File: src/rtl/serial_cmp_pkg.sv
// rtl/serial_cmp_pkg.sv - shared state enum and one-hot L/E/G result encoding for serial_comparator
package serial_cmp_pkg;

  typedef enum logic [1:0] {
    IDLE  = 2'd0,
    SHIFT = 2'd1,
    DONE  = 2'd2
  } state_t;

  // Result bits are ordered {L, E, G}
  localparam logic [2:0] RES_NONE = 3'b000;
  localparam logic [2:0] RES_L    = 3'b100;
  localparam logic [2:0] RES_E    = 3'b010;
  localparam logic [2:0] RES_G    = 3'b001;

  function automatic logic [2:0] res_encode(input logic decided, input logic lt, input logic gt);
    if (!decided) return RES_E;
    else if (lt)  return RES_L;
    else if (gt)  return RES_G;
    else          return RES_NONE;
  endfunction

endpackage

File: src/rtl/serial_comparator_if.sv
// rtl/serial_comparator_if.sv - request/result bundle between a requester and serial_comparator
interface serial_comparator_if #(
  parameter int WIDTH = 8
);
  logic             start;
  logic [WIDTH-1:0] a;
  logic [WIDTH-1:0] b;
  logic             busy;
  logic             done;
  logic             L;
  logic             E;
  logic             G;

  modport master (
    output start, a, b,
    input  busy, done, L, E, G
  );

  modport slave (
    input  start, a, b,
    output busy, done, L, E, G
  );
endinterface

File: src/rtl/bit_comparator.sv
// rtl/bit_comparator.sv - single-bit less/equal/greater comparator cell
module bit_comparator (
  input  logic a,
  input  logic b,
  output logic lt,
  output logic eq,
  output logic gt
);
  assign lt = ~a & b;
  assign eq = ~(a ^ b);
  assign gt = a & ~b;
endmodule

File: src/rtl/serial_comparator.sv
// rtl/serial_comparator.sv - bit-serial MSB-first magnitude comparator; SERIAL_CMP_EARLY_EXIT_EN ends on first differing bit
module serial_comparator
  import serial_cmp_pkg::*;
#(
  parameter int WIDTH = 8
) (
  input  logic                clk,
  input  logic                rst,
  serial_comparator_if.slave  bus
);

  localparam int CW = (WIDTH > 2) ? $clog2(WIDTH) : 1;

  state_t           state, state_n;
  logic [WIDTH-1:0] sh_a, sh_a_n;
  logic [WIDTH-1:0] sh_b, sh_b_n;
  logic [CW-1:0]    cnt, cnt_n;
  logic             decided, decided_n;
  logic             lt_q, lt_n;
  logic             gt_q, gt_n;
  logic [2:0]       res, res_n;

  logic cell_lt, cell_eq, cell_gt;
  logic new_diff;
  logic last_bit;

  bit_comparator u_cell (
    .a  (sh_a[WIDTH-1]),
    .b  (sh_b[WIDTH-1]),
    .lt (cell_lt),
    .eq (cell_eq),
    .gt (cell_gt)
  );

  // Only the first differing bit (from the MSB) decides the outcome
  assign new_diff = (state == SHIFT) && !decided && !cell_eq;

`ifdef SERIAL_CMP_EARLY_EXIT_EN
  assign last_bit = (cnt == '0) || new_diff;
`else
  assign last_bit = (cnt == '0);
`endif

  always_comb begin
    state_n   = state;
    sh_a_n    = sh_a;
    sh_b_n    = sh_b;
    cnt_n     = cnt;
    decided_n = decided;
    lt_n      = lt_q;
    gt_n      = gt_q;
    res_n     = res;

    case (state)
      IDLE, DONE: begin
        if (bus.start) begin
          sh_a_n    = bus.a;
          sh_b_n    = bus.b;
          cnt_n     = CW'(WIDTH - 1);
          decided_n = 1'b0;
          lt_n      = 1'b0;
          gt_n      = 1'b0;
          state_n   = SHIFT;
        end else begin
          state_n   = IDLE;
        end
      end
      SHIFT: begin
        if (new_diff) begin
          lt_n      = cell_lt;
          gt_n      = cell_gt;
          decided_n = 1'b1;
        end
        sh_a_n = {sh_a[WIDTH-2:0], 1'b0};
        sh_b_n = {sh_b[WIDTH-2:0], 1'b0};
        cnt_n  = cnt - 1'b1;
        // Result register is loaded on entry to DONE so it is valid with the done pulse
        if (last_bit) begin
          state_n = DONE;
          res_n   = res_encode(decided_n, lt_n, gt_n);
        end
      end
      default: state_n = IDLE;
    endcase
  end

  always_ff @(posedge clk) begin
    if (rst) begin
      state   <= IDLE;
      sh_a    <= '0;
      sh_b    <= '0;
      cnt     <= '0;
      decided <= 1'b0;
      lt_q    <= 1'b0;
      gt_q    <= 1'b0;
      res     <= RES_NONE;
    end else begin
      state   <= state_n;
      sh_a    <= sh_a_n;
      sh_b    <= sh_b_n;
      cnt     <= cnt_n;
      decided <= decided_n;
      lt_q    <= lt_n;
      gt_q    <= gt_n;
      res     <= res_n;
    end
  end

  assign bus.busy = (state == SHIFT);
  assign bus.done = (state == DONE);
  assign bus.L    = res[2];
  assign bus.E    = res[1];
  assign bus.G    = res[0];

endmodule

File: src/flat_wrapper.sv
// flat-port wrapper written by rule: the top's interface ports become plain ports
module serial_comparator_flat import serial_cmp_pkg::*;
#(
  parameter int WIDTH = 8
)
  (clk, rst, bus_start, bus_a, bus_b, bus_busy, bus_done, bus_L, bus_E, bus_G);
  serial_comparator_if #(.WIDTH(WIDTH)) bus_i ();
  input  logic clk;
  input  logic rst;
  input wire logic [$bits(bus_i.start)-1:0] bus_start;
  input wire logic [$bits(bus_i.a)-1:0] bus_a;
  input wire logic [$bits(bus_i.b)-1:0] bus_b;
  output wire logic [$bits(bus_i.busy)-1:0] bus_busy;
  output wire logic [$bits(bus_i.done)-1:0] bus_done;
  output wire logic [$bits(bus_i.L)-1:0] bus_L;
  output wire logic [$bits(bus_i.E)-1:0] bus_E;
  output wire logic [$bits(bus_i.G)-1:0] bus_G;
  assign bus_i.start = bus_start;
  assign bus_i.a = bus_a;
  assign bus_i.b = bus_b;
  assign bus_busy = bus_i.busy;
  assign bus_done = bus_i.done;
  assign bus_L = bus_i.L;
  assign bus_E = bus_i.E;
  assign bus_G = bus_i.G;
  serial_comparator #(.WIDTH(WIDTH)) u_core (.clk(clk), .rst(rst), .bus(bus_i));
endmodule
File: config.mk
export PLATFORM = sky130hd
export DESIGN_NAME = serial_comparator_flat
export DESIGN_NICKNAME = d
export VERILOG_FILES = /design/src/rtl/serial_cmp_pkg.sv /design/src/rtl/serial_comparator_if.sv /design/src/rtl/bit_comparator.sv /design/src/rtl/serial_comparator.sv /design/src/flat_wrapper.sv
export SDC_FILE = /design/constraint.sdc
export NUM_CORES = 1
export LEC_CHECK = 0
export CORE_MARGIN = 3
export CORE_UTILIZATION = 54
export CTS_CLUSTER_SIZE = 28
export DETAILED_ROUTE_END_ITERATION = 8
export GPL_ROUTABILITY_DRIVEN = 0
export GPL_TIMING_DRIVEN = 0
export PLACE_DENSITY = 0.83
export SYNTH_ARGS = -nofsm -noshare
export SYNTH_HDL_FRONTEND = slang
export SYNTH_SLANG_ARGS = --single-unit
export TNS_END_PERCENT = 100
File: constraint.sdc
create_clock -name clk -period 2.7 [get_ports clk]
set_clock_uncertainty 0.1 [all_clocks]
set_input_delay 0.54 -clock clk [delete_from_list [all_inputs] [get_ports clk]]
set_output_delay 0.54 -clock clk [all_outputs]
set_load 0.01 [all_outputs]
After elaboration in Yosys (flattened, before gate mapping):

Index checks and enable logic that the tools add are counted.

* register bits: 27
* latch bits: 0
* memory bits (writable): 0
* memory bits (read-only): 0
* bits of input ports: 19
* word-level logic and storage cells: 49
* memories: 0

* add/sub/neg operators: 1
* multiply operators: 0
* div/mod/pow operators: 0
* order comparisons: 0
* eq/ne operators: 4
* shift operators: 0
* multiplexer cells: 22
* bitwise logic cells: 5
* reductions and logical operators: 9

Operators by type and width (number)
* $pmux 8 s2: 2
* $mux 8: 2
* $mux 1: 9
* $mux 3: 3
* $pmux 1 s2: 3
* $pmux 3 s2: 1
* $pmux 2 s2: 1
* $reduce_and 2->1: 2
* $logic_not 3->1: 1
* $sub 3x1->3 const B: 1
* $and 1x1->1: 2
* $eq 2x1->1 const B: 1
* $eq 2x2->1 const B: 1
* $logic_and 1x1->1: 2
* $logic_not 2->1: 1
* $mux 2: 1
* $ne 2x1->1 const B: 1
* $ne 2x2->1 const B: 1
* $not 1->1: 2
* $reduce_bool 2->1: 1
* $reduce_or 2->1: 1
* $logic_not 1->1: 1
* $xor 1x1->1: 1

Logic depth before layout (Yosys ltp):

Gate-level depths: netlist (run 1).

* depth after elaboration: 8
* depth in mapped cells: 6
* depth with buffers taken out: 6

By module:

From an unflattened synthesis (run 1), not the netlist that was laid out.

* cell total of the unflattened synthesis: 132
* area total of the unflattened synthesis: 1249.9 µm²

By module, submodules not included
* serial_comparator: instances 1, cells an instance 128, area each 1217.4 µm²
* bit_comparator: instances 1, cells an instance 4, area each 32.5 µm²

Least setup slack after synthesis (run 1):

OpenSTA, ideal clock, no wires.

* path type: flip-flop to flip-flop
* from: register u_core.sh_a[7]
* to: register u_core.res[2]
* library setup time: 128 ps
* data arrival time: 1487 ps
* setup slack: 985 ps
* stages on the path, launching flop included: 7
* clock period less this slack: 1715 ps
* cell sequence: dfxtp_1 -> inv_1 -> ha_1 -> nor4b_4 -> mux2i_1 -> a2bb2oi_1 -> nor2_1

* word-level cells in the longest chain between the ends: 6
* elaborated cells between the ends (all ways): 10

Ends and longest elaborated chain
* from (decl): RTL line serial_comparator.sv:15 `logic [WIDTH-1:0] sh_a, sh_a_n;`
* from (signal assigned): RTL line serial_comparator.sv:99 `sh_a <= sh_a_n;`
* $xor 1x1->1 or $not 1->1 (tied branches): RTL line bit_comparator.sv:10, bit_comparator.sv:9
* $logic_and 1x1->1 or $and 1x1->1 (tied branches): RTL line serial_comparator.sv:36, bit_comparator.sv:9
* $mux 1: RTL line serial_comparator.sv:69 `if (new_diff) begin`
* $mux 1: RTL line serial_comparator.sv:54 `case (state)`
* $mux 3: RTL line serial_cmp_pkg.sv:18 `else if (lt) return RES_L;`
* $mux 3 *: RTL line serial_cmp_pkg.sv:17 `if (!decided) return RES_E;`
* to (signal assigned): RTL line serial_comparator.sv:105 `res <= res_n;`
* to (decl): RTL line serial_comparator.sv:21 `logic [2:0] res, res_n;`

Every way passes the cells marked *; elsewhere a longest branch is shown, timed or not. The select of a mux whose other input is x is not followed.
A chain may end at the register's enable or synchronous reset.

Worst setup path after layout (run 1):

* from: register u_core.state[1]
* to: output bus_busy

* word-level cells in the longest chain between the ends: 1

Ends and longest elaborated chain
* from (decl): RTL line serial_comparator.sv:14 `state_t state, state_n;`
* from (signal assigned): RTL line serial_comparator.sv:98 `state <= state_n;`
* $eq 2x1->1: RTL line serial_comparator.sv:109 `assign bus.busy = (state == SHIFT);`
* to (decl): RTL line flat_wrapper.sv:13 `output wire logic [$bits(bus_i.busy)-1:0] bus_busy;`

Every way passes these cells.

==> impl_results.md, run 1 <==
- Drt first-iter violations: 23
- Worst R2R Path Depth: 6
- CP Max Fanout: 10
- Hold EP: u_core.res[0]
- Clk slew on worst S/H paths: approximately 0.13 ns
- CTS tree: yes
- Cells after DPL: 182
- CP startpoint kind: flip-flop
- Area contributors post-synth: dfxtp_1 44%, mux2i_1 11%, a211oi_1 9.2%
- # IOs: 24
- Nets: approximately 180
- Achievable frequency: 447 MHz
- Clock Path Buffers: 2
- CTS Hold Bufs: 0
- LEAKAGE: 0.590 nW
- Ys async rst share: 0%
- Max-Cap Viols: 0
- Clk sink count: 27
- Cts repair resizes: 0
- Unrepaired setup endpoints after global routing: false
- Remaining Overflow, GRT: 0
- Port buffer count: 22
- Avg WL per Cell: between 10 and 15 µm
- WP data required: between 2 and 2.5 ns
- Mapped Cells: 133
- Final Core Density: 73.4%
- CP Class: flip-flop to output pin
- Clock root cell: clkbuf_4
- Internal reg-to-reg setup slack: between 0.8 and 0.9 ns
- Die width: around 54 µm
- Post-synth top area share: between 40 and 50%
- Crit path capture type: output pin
- Hold Slack: 0.363 ns
- CTS buffer count: 3
- Post-synth top area cell: dfxtp_1
- Area delta synth->final: 23.0%
- Hold Vio Cnt, Final: 0
- Vias in the first global route: 953
- Post-route design area: approximately 0.0015 mm²
- Max H-tree Level: 1
- Status: complete, no violations
- Post-synthesis register bit count: 27
- Min Tclk post-route: approximately 2.2 ns
- DR vias: 1017
- Worst skew pair latency: 0.31 ns
- Final Instance Count excl. Fillers: between 150 and 200
- Final Routed Wirelength: around 2400 µm
- Aggregate global-route resource usage: between 10% and 20%
- Post-route DRC violation count: 0
- Yosys warns: 0
- Number of synthesized flops with an enable pin: 0
- Max Slew Vio Count: 0
- Placed instance area: 0.00147 mm²
- Vias/cell: 5.47
- Cell Pwr Density: ~540 mW/mm²
- Final TNS setup: 0 ns
- DP Worst Slack: between 0.5 and 0.6 ns
- Final setup fails: 0
- Slew margin rel.: between 60 and 70%
- Worst min-delay path class: flip-flop to flip-flop
- Final ANT Viol Nets: 0
- Post-Syn Area per Cell: ~9.2 µm²
- Starting Density: approximately 60%
- Reg-to-reg endpoint: u_core.lt_q
- Die height: around 54 µm
- Commonest non-fill, non-tap cell in the layout: dfxtp_1
- Worst-margin pin slew: between 0.4 and 0.5 ns
- Die area: around 0.0029 mm²
- Drt pass-1 iters: 4
- First-pass GRT wire length: between 4000 and 5000 µm
- Maximum VDD drop: 0.379 mV
- Largest net degree at the start of global routing: 15
- Post-CTS Setup Bufs: 0
- Most used DFF post-synth: dfxtp_1
- Post-synth design cell area: between 0.001 and 0.0015 mm²
- WHS Path Cells: 2
- Sequential share of the synthesized area: between 40% and 50%
- Layout cell share with drive strength beyond 1: 6.92%
- Period utilization: 82.8%
- Syn nets: approximately 160
- Post-route setup slack: around 0.46 ns
- Commonest cells after routing, fill and taps aside: 27 x dfxtp_1, 25 x nor2_1, 22 x clkdlybuf4s50_1
- Total power: between 0.8 and 0.9 mW
- Core area: 0.00204 mm²
- Post-synth cell types: 27
- Ant diodes: 0
- DP HPWL: 1780 µm
- Hold_sp: u_core.res[0]
- Reg-to-reg critical path startpoint: u_core.sh_a[7]
- WP data arrival: 1.60 ns
- FP Rows: 16
- Initial antenna violation count: 0
-- area by class of cell --
type,count,area [µm²]
well taps,27,33.8
fillers,161,543
repair buffers,22,220
multi-input cells,89,606
clock buffers,4,26.3
flip-flops and latches,27,541
inverters,8,30.0
plain buffers,9,42.5
-- power by group --
part	leakage [nW]	internal (mW)	switching (mW)	total [mW]
sequential	0.222	0.435	0.0211	0.456
clock	0.0150	0.0577	0.110	0.168
combinational	0.352	0.0907	0.0949	0.186
total	0.590	0.583	0.226	0.809
-- synthesized netlist by cell type, types with 2 or more instances --
cell type / number
clkbuf_1: 4
buf_2: 4
o21ai_0: 3
nand2_1: 4
a21oi_1: 5
inv_1: 7
nor3_1: 4
mux2i_1: 13
a211oi_1: 15
nor2_1: 25
dfxtp_1: 27
nor2b_1: 2
a22oi_1: 2
a2bb2oi_1: 2
ha_1: 4
-- how the worst max path moves through the flow --
stage	from	to	slack, ns	cells past startpoint
6_report	u_core.state[1]	bus_busy	0.46	3
5_1_grt	u_core.state[1]	bus_busy	0.38	3
4_1_cts	u_core.state[1]	bus_busy	0.45	3
3_5_place_dp	bus_start	u_core.sh_a[4]	0.60	6
3_3_place_gp	bus_start	u_core.sh_a[7]	0.64	7
2_1_floorplan	u_core.sh_a[7]	u_core.res[2]	0.99	6
-- state kept, by name (all words and copies together), names as in the netlist --
| name | cells |
|---|---|
| u_core.gt_q | 1 |
| u_core.cnt | 3 |
| u_core.sh_a | 8 |
| u_core.state | 2 |
| u_core.decided | 1 |
| u_core.sh_b | 8 |
| u_core.res | 3 |
| u_core.lt_q | 1 |
-- per-layer routing --
layer | GRT usage, % | part of all wire (%) | vias up
met3 | 3.10 | 4.5 | 4
met5 | 0 | 0 | -
li1 | - | - | 513
met2 | 32.9 | 49 | 22
met1 | 24.4 | 45 | 478
met4 | 9.79 | 1.2 | 0
-- critical path, stage by stage (launching register included) --
cell             delay (ns)
dfxtp_1                0.37
nand2b_1               0.19
inv_2                  0.16
clkdlybuf4s50_1        0.56
-- logic make-up (layout without fill, tap and decap cells) --
logic type,Yosys count,count (layout),synth area share (%)
compound gates,29,29,16.5
buf+inv,17,43,5.95
simple gates,41,41,16.7
flops,27,27,44.4
mux,14,14,11.6
xor+xnor,1,1,0.719
fa+ha+maj,4,4,4.11
No activity file was read; power rests on OpenSTA's default activity.
==> run 2, diff against run 1 <==
--- a/config.mk
+++ b/config.mk
@@ -6,12 +6,12 @@
 export NUM_CORES = 1
 export LEC_CHECK = 0
 export CORE_MARGIN = 3
-export CORE_UTILIZATION = 54
+export CORE_UTILIZATION = 45
 export CTS_CLUSTER_SIZE = 28
 export DETAILED_ROUTE_END_ITERATION = 8
 export GPL_ROUTABILITY_DRIVEN = 0
 export GPL_TIMING_DRIVEN = 0
-export PLACE_DENSITY = 0.83
+export PLACE_DENSITY = 0.74
 export SYNTH_ARGS = -nofsm -noshare
 export SYNTH_HDL_FRONTEND = slang
 export SYNTH_SLANG_ARGS = --single-unit
==> constraint.sdc (replaced) <==
create_clock -name clk -period 1.99 [get_ports clk]
set_clock_uncertainty 0.1 [all_clocks]
set_input_delay 0.398 -clock clk [delete_from_list [all_inputs] [get_ports clk]]
set_output_delay 0.398 -clock clk [all_outputs]
set_load 0.01 [all_outputs]
==> impl_results.md, run 2 (synthesis gave the netlist of run 1 again) <==
- Min Tclk post-route: 1.91 ns
- Final ANT Viol Nets: 0 (unchanged)
- Slew margin rel.: 68.8% (+1.6 points)
- Top flop regs: u_core.sh_a: 8 flops, u_core.sh_b: 8 flops
- Core area: 0.00252 mm² (+24%)
- Final setup fails: 0 (unchanged)
- Reg-to-reg critical path startpoint: u_core.sh_a[7]
- Commonest cells after routing, fill and taps aside: 25 x nor2_1, 25 x dfxtp_1, 21 x clkdlybuf4s50_1
- CP startpoint kind: flip-flop
- Die width: 58.0 µm (+8.5%)
- Avg WL per Cell: 13.5 µm (+5.2%)
- Metal2 WL: 1310 µm (+11%)
- FP Rows: 18 (+2)
- CTS tree: yes
- Nets: 186 (+1.6%)
- CP Class: flip-flop to flip-flop
- Aggregate global-route resource usage: 16.9% (-2.8 points)
- Internal reg-to-reg setup slack: 0.08 ns (-0.75 ns)
- Final Routed Wirelength: 2590 µm (+8.6%)
- Worst R2R Path Depth: 6 (unchanged)
- CP Max Fanout: 4 (-6)
- WP data arrival: 2.03 ns (+0.43 ns)
- Vias/cell: 5.41 (-1.1%)
- Worst skew pair latency: 0.33 ns (+0.02 ns)
- Clk sink count: 27 (unchanged)
- Hold Vio Cnt, Final: 0 (unchanged)
- Final Core Density: 60.7% (-13 points)
- Clk slew on worst S/H paths: 0.15 ns (+0.02 ns)
- Die height: 58.0 µm (+8.5%)
- DR WL met3: 114 µm (+5.6%)
- Max Slew Vio Count: 0 (unchanged)
- Clock Path Buffers: 2 (unchanged)
- Clock root cell: clkbuf_4
- Post-route DRC violation count: 0 (unchanged)
- Initial antenna violation count: 0 (unchanged)
- Hold_sp: u_core.res[0]
- Port buffer count: 22 (unchanged)
- DP HPWL: 1860 µm (+4.9%)
- CTS buffer count: 3 (unchanged)
- Reg-to-reg endpoint: u_core.res[2]
- Layout cell share with drive strength beyond 1: 9.88% (+3.0 points)
- Achievable frequency: ~520 MHz
- Die area: 0.00337 mm² (+18%)
- Drt first-iter violations: 37 (+61%)
- Crit path capture type: flip-flop
- Area delta synth->final: 25.6%
- Worst-margin pin slew: 0.468 ns (-0.0238 ns)
- Top layer used by detailed routing: met4
- Max H-tree Level: 1 (unchanged)
- # IOs: 24 (unchanged)
- Drt pass-1 iters: 4 (unchanged)
- Maximum VDD drop: 0.396 mV (+4.5%)
- Period utilization: 95.8%
- Remaining Overflow, GRT: 0 (unchanged)
- Starting Density: 48.3% (-11 points)
- Hold Slack: 0.362 ns (-0.000678 ns)
- Hold EP: u_core.res[0]
- Ant diodes: 0 (unchanged)
- Max-Cap Viols: 0 (unchanged)
- LEAKAGE: 0.621 nW (+5.3%)
- DR vias: 1038 (+2.1%)
- Worst min-delay path class: flip-flop to flip-flop
- First-pass GRT wire length: 4400 µm (+5.5%)
- WP data required: 2.11 ns (+0.05 ns)
- Met1 wire length: 1120 µm (+4.1%)
- Vias in the first global route: 1017 (+6.7%)
- Cell Pwr Density: 738 mW/mm² (+37%)
- Status: complete, no violations
- WHS Path Cells: 2 (unchanged)
- Largest net degree at the start of global routing: 15 (unchanged)
==> run 2: what timing repair did <==
action                     in CTS  in global routing
setup endpoints to repair       1                  2
resized for setup               1                  2
hold buffers                    0                  0
setup buffers                   1                  2
pin swaps                       0                  1
==> run 2: how the worst max path moves through the flow <==
stage,depth (start not counted),endpoint,slack [ns],startpoint
finish,6,u_core.res[2],0.08,u_core.sh_a[7]
global placement,7,u_core.sh_a[7],0.08,bus_start
detailed placement,7,u_core.sh_b[7],0.03,bus_start
floorplan,6,u_core.res[2],0.28,u_core.sh_a[7]
CTS,3,bus_busy,0.003,u_core.state[1]
global route,6,u_core.res[2],-0.002,u_core.sh_a[7]
==> run 2: final cells by class <==
class / count / area, µm²
tap: 30 / 37.5
buffer: 9 / 42.5
clock buffer: 4 / 26.3
timing repair buffer: 25 / 245
inverter: 8 / 30.0
fill: 234 / 992
sequential: 27 / 543
multi-input combinational: 89 / 606
==> run 2: metrics by stage <==
stage | setup slack, ns | instances | area [µm²] | power [mW] | TNS [ns]
2_1_floorplan | 0.275 | 133 | 1220 | 0.795 | 0
3_3_place_gp | 0.0769 | 185 | 1480 | 0.871 | 0
3_5_place_dp | 0.0305 | 185 | 1480 | 0.882 | 0
4_1_cts | 0.00316 | 190 | 1510 | 1.12 | 0
5_1_grt | -0.00244 | 192 | 1530 | 1.19 | -0.00244
6_report | 0.0844 | 192 | 1530 | 1.13 | 0
==> run 2: where the power goes <==
group          switching [mW]  internal [mW]
Clock                   0.170         0.0787
Sequential             0.0296          0.590
Combinational           0.130          0.130
Total                   0.329          0.799
==> run 2: per-layer routing <==
metal	global-route usage, %	up-vias
met5	0	-
met4	8.94	0
met3	3.12	4
met2	30.2	21
met1	18.9	493
li1	-	520
==> run 2: worst max-delay path, stage by stage, from the launching register on <==
cell       delay [ns]
dfxtp_1          0.36
inv_1            0.06
ha_1             0.37
nor4b_4          0.40
mux2i_1          0.28
a2bb2oi_1        0.19
nor2_1           0.05
